`src/rtl/i2s_pkg.sv`:
```
// Shared definitions for the I2S transmit path: default sample width,
// frame length helper and the stereo sample pair type.
package i2s_pkg;

  localparam int unsigned I2S_WIDTH = 16;

  function automatic int unsigned frame_len(input int unsigned width);
    return 2 * width + 1;
  endfunction

  typedef struct packed {
    logic [I2S_WIDTH-1:0] left;
    logic [I2S_WIDTH-1:0] right;
  } stereo_t;

endpackage

```
`src/rtl/sample_fifo.sv`:
```
// Synchronous FIFO with registered storage; occupancy is kept in its own
// counter so full/empty never depend on pointer arithmetic.
module sample_fifo #(
  parameter int unsigned WIDTH = 32,
  parameter int unsigned DEPTH = 8
) (
  input  logic                     clk,
  input  logic                     rst,
  input  logic                     push,
  input  logic                     pop,
  input  logic [WIDTH-1:0]         wr_data,
  output logic [WIDTH-1:0]         rd_data,
  output logic                     full,
  output logic                     empty,
  output logic [$clog2(DEPTH):0]   count
);

  localparam int unsigned AW = $clog2(DEPTH);

  logic [WIDTH-1:0] mem [DEPTH];
  logic [AW-1:0]    wr_ptr;
  logic [AW-1:0]    rd_ptr;
  logic             push_ok;
  logic             pop_ok;

  assign full    = (count == (AW+1)'(DEPTH));
  assign empty   = (count == '0);
  assign push_ok = push & ~full;
  assign pop_ok  = pop & ~empty;
  assign rd_data = mem[rd_ptr];

  always_ff @(posedge clk) begin
    if (rst) begin
      wr_ptr <= '0;
      rd_ptr <= '0;
      count  <= '0;
    end else begin
      if (push_ok) wr_ptr <= wr_ptr + 1'b1;
      if (pop_ok)  rd_ptr <= rd_ptr + 1'b1;
      case ({push_ok, pop_ok})
        2'b10:   count <= count + 1'b1;
        2'b01:   count <= count - 1'b1;
        default: count <= count;
      endcase
    end
  end

  always_ff @(posedge clk) begin
    if (push_ok) mem[wr_ptr] <= wr_data;
  end

endmodule

```
`src/rtl/i2s_tx_feeder.sv`:
```
// Buffers stereo pairs and presents exactly one pair per I2S frame to the
// transmitter, updating only at the frame boundary.
module i2s_tx_feeder
  import i2s_pkg::*;
#(
  parameter int unsigned WIDTH          = I2S_WIDTH,
  parameter int unsigned FRAME_LEN      = frame_len(WIDTH),
  parameter int unsigned DEPTH          = 8,
  parameter bit          UNDERFLOW_ZERO = 1'b0
) (
  input  logic                      sclk_i,
  input  logic                      rst_i,
  input  logic                      in_valid_i,
  output logic                      in_ready_o,
  input  logic [WIDTH-1:0]          in_left_i,
  input  logic [WIDTH-1:0]          in_right_i,
  output logic [WIDTH-1:0]          leftChan_o,
  output logic [WIDTH-1:0]          rightChan_o,
  output logic                      frame_o,
  output logic [$clog2(DEPTH):0]    fill_o,
  output logic                      underflow_o
);

  localparam int unsigned CW = $clog2(FRAME_LEN);
  localparam logic [CW-1:0] LAST = CW'(FRAME_LEN - 1);

  logic [CW-1:0]      frame_cnt;
  logic               boundary;
  logic               fifo_full;
  logic               fifo_empty;
  logic               push;
  logic               pop;
  logic [2*WIDTH-1:0] head;

  assign boundary   = (frame_cnt == LAST);
  assign push       = in_valid_i & ~fifo_full;
  // Pop decision uses the pre-edge occupancy, so a pair pushed into an empty
  // FIFO on the boundary edge waits for the following boundary.
  assign pop        = boundary & ~fifo_empty;
  assign in_ready_o = ~fifo_full;

  sample_fifo #(
    .WIDTH(2 * WIDTH),
    .DEPTH(DEPTH)
  ) u_fifo (
    .clk     (sclk_i),
    .rst     (rst_i),
    .push    (push),
    .pop     (pop),
    .wr_data ({in_left_i, in_right_i}),
    .rd_data (head),
    .full    (fifo_full),
    .empty   (fifo_empty),
    .count   (fill_o)
  );

  always_ff @(posedge sclk_i) begin
    if (rst_i) begin
      frame_cnt   <= '0;
      frame_o     <= 1'b0;
      leftChan_o  <= '0;
      rightChan_o <= '0;
      underflow_o <= 1'b0;
    end else begin
      frame_cnt <= boundary ? '0 : frame_cnt + 1'b1;
      frame_o   <= boundary;
      if (boundary) begin
        if (!fifo_empty) begin
          {leftChan_o, rightChan_o} <= head;
        end else begin
          underflow_o <= 1'b1;
          if (UNDERFLOW_ZERO) begin
            leftChan_o  <= '0;
            rightChan_o <= '0;
          end
        end
      end
    end
  end

endmodule

```
`config.mk`:
```
export PLATFORM = sky130hd
export DESIGN_NAME = i2s_tx_feeder
export DESIGN_NICKNAME = d
export VERILOG_FILES = /design/src/rtl/i2s_pkg.sv /design/src/rtl/sample_fifo.sv /design/src/rtl/i2s_tx_feeder.sv
export SDC_FILE = /design/constraint.sdc
export NUM_CORES = 1
export LEC_CHECK = 0
export BUFFER_PORTS_ARGS = -buffer_cell sky130_fd_sc_hd__buf_4
export CORE_ASPECT_RATIO = 0.8
export CORE_MARGIN = 8
export CORE_UTILIZATION = 46
export CTS_CLUSTER_SIZE = 20
export DETAILED_ROUTE_END_ITERATION = 10
export PLACE_DENSITY = 0.62
export REMOVE_ABC_BUFFERS = 1
export SLEW_MARGIN = 20
export SYNTH_ARGS = -nofsm -noshare
export SYNTH_HDL_FRONTEND = slang
export SYNTH_HIERARCHICAL = 1
export SYNTH_SLANG_ARGS = --single-unit
export TNS_END_PERCENT = 1
```
`constraint.sdc`:
```
create_clock -name sclk_i -period 6.5 [get_ports sclk_i]
set_input_delay 0.65 -clock sclk_i [delete_from_list [all_inputs] [get_ports sclk_i]]
set_output_delay 0.65 -clock sclk_i [all_outputs]
set_load 0.02 [all_outputs]
```
==> results.toml, run 1 <==
[die]
rows = 53
die_area_sq_mm = 0.0320
die_x_microns = 198
die_y_microns = 162
io_pins = 74
initial_core_util_pct = 46.6
core_sq_mm = 0.0261

[sta]
rsz0062_at_grt = "no"
slew_headroom_pct = 37.6
period_share_pct = 55.6
worstMarginPinSlew_ns = 0.936
fin_crit_ns = 3.61
hold_viol = 0
fmax_mhz = 277
setup-violations-final = 0
drv_slew = 0
fin_tns_setup_ns = 0
fin_worst_skew_ns = 0.00959

[cts]
path_clk_slew_ns = 0.06
numCtsBuffers = 31
clockRootBuffer = "clkbuf_16"
holdBufCountCts = 0
h-tree-depth = 1
post_cts_resize_count = 0
cts.sinks = 309
tritoncts = "yes"
clk_path_buf_depth = 3
postCtsSetupBuffers = 0
insertion_delay_ns = 0.54

[layout]
instances_no_fill = 1093
num_antenna_cells = 0
drive_above_1_share_pct = 31.0
nets = 754
area_delta_synth_final_pct = 16.6
fin_area_sq_mm = 0.0142

[critical_path]
cp_slowest_cell = "or3b_4"
crit_type = "register to register"
cp_top_family = "simple AND/OR/NAND/NOR gates"
r2r_cells = 12
crit_buf_inv = 1
crit_chain = "nor4_2 -> buf_4 -> or3b_4 -> nor2_1 -> o41a_1 -> ha_1 -> xor2_1 -> ha_1 -> a21oi_1 -> xor2_1 -> or3_1 -> a21oi_1"
critPathMaxStageDelay_ns = 0.62
worstPathMaxFanout = 34
reg2reg_from = "u_fifo/count[1]$_SDFFE_PP0P_"
start_kind = "register"
cp.required_ns = 6.96
cp_data_arrival_time_ns = 4.07
reg2reg_slack_ns = 2.89
r2r-end = "u_fifo/count[2]$_SDFFE_PP0P_"
crit_path_end_kind = "register"

[route]
vias = 6093
drt_iter0_drc = 386
drc = 0
wl_per_cell_microns = 22.3
dr.pass1.iters = 4
wl_microns = 24400
ant_nets = 0
routed_via_density = 5.57

[logic_synthesis]
syn_inst = 632
netlist.area_leader.share_pct = 63.2
yosys_warnings = 6
syn-cell-area_sq_mm = 0.0122
yosys.area.top_type = "edfxtp_1"
synth_area_per_cell_sq_um = 19.3
synth_ff_type = "edfxtp_1"
synth_edf_count = 256
ys_ff_latch = 309
async_flop_share_pct = 0
ys_types = 42
synthTopCellsByArea = "edfxtp_1 63%, dfxtp_1 8.7%, mux4_2 6.8%, mux4_1 5.8%, nand4b_1 2.3%"
ys_seq_area_share_pct = 71.9

[hold_path]
worstHoldStart = "in_right_i[7]"
hold_end = "u_fifo/mem[5][7]$_DFFE_PP_"
holdPathStages = 1
worst_hold_path_type = "primary input to register"

[placement]
dp.cells = 1035
routabilityCongestion = 0.711
place_area_sq_mm = 0.0131
dp_hpwl_microns = 14600
io_buffers = 73

[global_route]
grt_pass1_vias = 6433
gr-total-overflow = 0
gr-usage-all-layers_pct = 15.3
grt_pass1_wl_microns = 37900
grt_start_max_net_pins = 65
antenna_found_initial = 0

[outcome]
status = "complete, no violations"

[power_and_ir_drop]
power_density_mw_per_mm2 = 289
p_leak_nw = 4.64
peakVddDrop_mv = 0.253

[run]
cap_violations = 0
## synth_stat cells, types with 2 or more instances
cell type / instances
clkbuf_1: 11
mux2_4: 15
o21ai_1: 28
nand4b_1: 32
buf_1: 2
inv_1: 5
nor3_1: 2
buf_6: 12
ha_1: 7
a21oi_1: 37
xnor2_1: 2
nor2b_1: 3
edfxtp_1: 256
buf_2: 13
dfxtp_1: 53
mux4_2: 37
nand2b_1: 2
or3_1: 2
or3b_4: 2
mux2_2: 18
nor2_1: 22
nand2_1: 8
xor2_1: 7
mux4_1: 27
nand3_1: 5
o21ai_0: 7
mux2i_1: 2
## per-layer routing
| layer | vias up | wire length (microns) | track usage, % |
|---|---|---|---|
| li1 | 2730 | - | - |
| met3 | 39 | 1240 | 2.64 |
| met2 | 147 | 11600 | 24.5 |
| met5 | - | 0 | 0 |
| met4 | 0 | 480 | 3.42 |
| met1 | 3177 | 11100 | 21.7 |
## worst register-to-register path: stages, from the launching register on
cell,delay (ns)
dfxtp_1,0.53
nor4_2,0.09
buf_4,0.26
or3b_4,0.62
nor2_1,0.17
o41a_1,0.32
ha_1,0.34
xor2_1,0.13
ha_1,0.22
a21oi_1,0.23
xor2_1,0.14
or3_1,0.33
a21oi_1,0.16
## report_power, final
part           switching, mW  leakage [nW]  total (mW)  internal [mW]
Sequential            0.0127          2.76        2.19           2.18
Combinational          0.101          1.38       0.167         0.0667
Clock                  0.703         0.508        1.74           1.04
Total                  0.816          4.64        4.10           3.29
## layout by cell type (no fill, tap or decap), drive strengths merged, types with 2 or more instances in the layout
cell / Yosys / layout
nor3: 2 / 2
or3b: 2 / 2
mux2i: 2 / 2
or3: 2 / 2
mux4: 64 / 64
xnor2: 2 / 2
clkinvlp: 0 / 2
edfxtp: 256 / 256
mux2: 33 / 33
nand3: 5 / 5
nor2: 22 / 22
clkbuf: 13 / 49
dfxtp: 53 / 53
a21oi: 37 / 37
buf: 28 / 88
nand4b: 32 / 32
nand2b: 2 / 2
inv: 5 / 5
o21ai: 36 / 36
xor2: 7 / 7
ha: 7 / 7
clkinv: 0 / 5
nand2: 8 / 8
nor2b: 3 / 3
## metrics by stage
stage                     util, %  power (mW)  hold WS [ns]  setup slack, ns
after floorplan                 -        2.31         0.430             2.33
after global placement       49.9        2.39         0.442             3.29
after detailed placement     50.3        2.40         0.465             3.02
after CTS                    54.2        4.15         0.310             3.00
after global routing         54.3        4.24         0.319             2.70
final                        54.3        4.10         0.337             2.89
## cell families (layout without fill, tap and decap cells)
family | Yosys count | after routing | synth area share (%)
buf+inv | 46 | 150 | 2.47
mux | 99 | 99 | 16.4
compound gates | 77 | 77 | 3.30
xor+xnor | 9 | 9 | 0.648
flops | 309 | 309 | 71.9
fa+ha+maj | 7 | 7 | 0.719
simple gates | 85 | 85 | 4.65
## flip-flops by register name, summed over array words and instances (netlist names), named ones only
name           flops
frame_cnt          6
leftChan_o        16
underflow_o        1
u_fifo/mem       256
frame_o            1
u_fifo/count       4
u_fifo/rd_ptr      3
rightChan_o       16
u_fifo/wr_ptr      3
## worst max path at each step
stage                            startpoint                           end  cells past startpoint
3_3_place_gp   u_fifo/count[1]$_SDFFE_PP0P_  u_fifo/count[3]$_SDFFE_PP0P_                     10
6_report       u_fifo/count[1]$_SDFFE_PP0P_  u_fifo/count[2]$_SDFFE_PP0P_                     12
2_1_floorplan  u_fifo/count[1]$_SDFFE_PP0P_    u_fifo/mem[0][0]$_DFFE_PP_                      6
3_5_place_dp   u_fifo/count[1]$_SDFFE_PP0P_  u_fifo/count[2]$_SDFFE_PP0P_                     12
5_1_grt        u_fifo/count[1]$_SDFFE_PP0P_  u_fifo/count[2]$_SDFFE_PP0P_                     12
4_1_cts        u_fifo/count[1]$_SDFFE_PP0P_  u_fifo/count[2]$_SDFFE_PP0P_                     12
## cell type report
class                      instances  area, sq um
fill                            2059        11900
sequential                       309         8760
multi-input combinational        277         3190
clock buffer                      49          955
timing repair buffer              88          761
tap                              357          447
clock inverter                     8         70.1
inverter                           5         18.8
(Power assumes the default switching activity.)
==> inputs of run 2 (changes only) <==
- ABC_AREA: unset -> 1
- PLACE_DENSITY: 0.62 -> 0.64
- clock period: 6.5 -> 2.9 ns (I/O delays scaled with it)
==> run 2 against run 1 <==
- die area grew 3.7%
- register-to-register slack lost 2.3 ns
- critical endpoint is now u_fifo/mem[5][7]$_DFFE_PP_
- sequential share of layout area shrank 3.2 points
==> results.toml, run 2 <==
[outcome]
status = "complete, no violations"

[sta]
worstMarginPinSlew_ns = 0.727
drv_slew = 0
fin_crit_ns = 2.35
setup-violations-final = 0
finalHoldWorstSlack_ns = 0.311
fmax_mhz = 426
fin_worst_skew_ns = 0.0144
period_share_pct = 81.0
fin_tns_setup_ns = 0
rsz0062_at_grt = "no"
slew_headroom_pct = 51.2
hold_viol = 0

[cts]
clk_path_buf_depth = 3
clockRootBuffer = "clkbuf_16"
tritoncts = "yes"
insertion_delay_ns = 0.55
holdBufCountCts = 33
cts.sinks = 309
post_cts_resize_count = 0
path_clk_slew_ns = 0.06
postCtsSetupBuffers = 0
numCtsBuffers = 31
h-tree-depth = 1

[die]
die_y_microns = 164
die_x_microns = 202
die_area_sq_mm = 0.0332
rows = 54
core_sq_mm = 0.0272
initial_core_util_pct = 46.7
io_pins = 74

[global_route]
grt_start_max_net_pins = 97
gr-usage-all-layers_pct = 16.1
antenna_found_initial = 0
grt_pass1_vias = 8166
grt_pass1_wl_microns = 43600
gr-total-overflow = 0

[power_and_ir_drop]
power_density_mw_per_mm2 = 640
combPwrFrac_pct = 7.0
power_switching_share_pct = 21.9
peakVddDrop_mv = 0.524
p_leak_nw = 5.63
seqPwrFrac_pct = 52.5
internal_power_mw = 7.48
power.share.clock_pct = 40.5
switchingPower_mw = 2.10

[critical_path]
cp_data_arrival_time_ns = 2.53
r2r-end = "u_fifo/mem[5][7]$_DFFE_PP_"
cp.required_ns = 3.08
reg2reg_slack_ns = 0.55
cp_common_cell = "inv_1"
crit_path_end_kind = "register"
critPathMaxStageDelay_ns = 0.44
crit_type = "register to register"
worstPathMaxFanout = 32
cp_slowest_cell = "buf_4"
reg2reg_from = "u_fifo/count[2]$_SDFFE_PP0P_"
r2r_cells = 9
crit_chain = "inv_1 -> nand3_1 -> inv_1 -> nor2_1 -> nand2_1 -> nor2_1 -> inv_1 -> nor2_4 -> buf_4"
start_kind = "register"

[logic_synthesis]
ys_types = 31
ys_ff_latch = 309
ys_seq_area_share_pct = 69.0
synth_edf_count = 256
yosys.area.top_type = "edfxtp_1"
yosys_warnings = 6
synth_area_per_cell_sq_um = 11.1
async_flop_share_pct = 0
netlist.area_leader.share_pct = 60.7
synthTopCellsByArea = "edfxtp_1 61%, dfxtp_1 8.4%, nand2_1 5.6%, nor2_1 5.4%, o21ai_0 4.4%"
synth_common_cells = "256 x edfxtp_1, 189 x nand2_1, 181 x nor2_1"
synth_ff_type = "edfxtp_1"
syn-cell-area_sq_mm = 0.0127
synth.most_common_cell = "edfxtp_1"
syn_inst = 1142

[route]
drt_iter0_drc = 641
wl_per_cell_microns = 16.6
ant_nets = 0
routed_via_density = 5.06
dr.pass1.iters = 5
vias = 8245
wl_microns = 27000
drc = 0

[layout]
drive_above_1_share_pct = 12.4
nets = 1284
instances_no_fill = 1631
layout_common_cells = "256 x edfxtp_1, 189 x nand2_1, 173 x nor2_1"
top_regs = "u_fifo/mem: 256 flops, leftChan_o: 16 flops, rightChan_o: 16 flops"
largest_register_ffs = 256
multi_input_area_sq_mm = 0.00314
largest_register = "u_fifo/mem"
regArea_sq_mm = 0.00876
area_delta_synth_final_pct = 18.1
final_common_cell = "edfxtp_1"
fillers = 2391
num_antenna_cells = 0

[hold_path]
holdPathStages = 5
worstHoldStart = "in_valid_i"
worst_hold_path_type = "primary input to register"
hold_end = "u_fifo/wr_ptr[1]$_SDFFE_PP0P_"

[run]
cap_violations = 0

[placement]
dp_hpwl_microns = 15200
dp.cells = 1540
routabilityCongestion = 0.762
io_buffers = 73
-- run 2: changes by cell type in the layout (fill, tap and decap cells not counted), sizes merged, moves of 30 or more --
cell	previous run	this run
dlygate4sd3	0	33
inv	5	131
mux2	33	0
mux2i	2	32
mux4	64	0
nand2	8	189
nand4	0	34
nand4b	32	0
nor2	22	185
o21ai	36	133
o22ai	0	32
-- run 2: layer usage --
metal / GRT usage [%] / up-vias / wire length (microns)
li1: - / 4065 / -
met1: 22.0 / 3954 / 12600
met4: 2.95 / 0 / 368
met5: 0 / - / 0
met2: 27.2 / 194 / 12600
met3: 2.90 / 32 / 1450
-- run 2: cell families (layout without fill, tap and decap cells) --
| logic type | count (synthesis) | after routing | synth area share, % |
|---|---|---|---|
| flip-flops | 309 | 309 | 69.0 |
| multiplexers | 32 | 32 | 2.53 |
| AO/OA/AOI/OAI | 176 | 176 | 7.29 |
| buffers and inverters | 192 | 317 | 6.64 |
| XOR/XNOR | 4 | 4 | 0.276 |
| adder cells (fa/ha/maj) | 7 | 7 | 0.691 |
| AND/OR/NAND/NOR | 422 | 422 | 13.6 |
-- run 2: worst max-delay path by stage --
stage / start / to / slack (ns)
6_report: u_fifo/count[2]$_SDFFE_PP0P_ / u_fifo/mem[5][7]$_DFFE_PP_ / 0.55
3_5_place_dp: u_fifo/count[2]$_SDFFE_PP0P_ / u_fifo/count[2]$_SDFFE_PP0P_ / 0.61
2_1_floorplan: register / leftChan_o[13]$_SDFFE_PP0P_ / -1.97
3_3_place_gp: u_fifo/count[0]$_SDFFE_PP0P_ / u_fifo/count[2]$_SDFFE_PP0P_ / 0.65
5_1_grt: u_fifo/count[2]$_SDFFE_PP0P_ / u_fifo/count[2]$_SDFFE_PP0P_ / 0.28
4_1_cts: u_fifo/count[2]$_SDFFE_PP0P_ / u_fifo/mem[1][23]$_DFFE_PP_ / 0.56
-- run 2: stage by stage --
stage                     worst slack [ns]  util, %  power, mW  cell area (sq um)
after CTS                            0.560     55.1       9.68              15000
after detailed placement             0.613     50.2       5.76              13600
after global placement               0.655     50.2       5.74              13600
after global routing                 0.278     55.1       9.93              15000
after floorplan                      -1.97        -       5.45              12300
final                                0.552     55.1       9.57              15000
-- run 2: cell type report --
type / count / area share, %
repair buffers: 128 / 7.47
inverters: 131 / 3.29
clock buffers: 52 / 6.31
flip-flops and latches: 309 / 58.5
multi-input cells: 641 / 21.0
clock inverters: 6 / 0.376
well taps: 364 / 3.04
-- run 2: critical path: cells and delay by family, from the launching register on --
kind                   cells  cell delay [ns]
and+or+nand+nor            5             0.76
DFF                        1             0.39
buffers and inverters      4             0.80
-- run 2: power by group through the flow --
stage	logic [mW]	clock network, mW	registers (mW)
5_1_grt	0.748	4.15	5.04
2_1_floorplan	0.316	0	5.13
4_1_cts	0.680	3.97	5.03
3_3_place_gp	0.628	0	5.11
3_5_place_dp	0.639	0	5.12
6_report	0.672	3.88	5.03
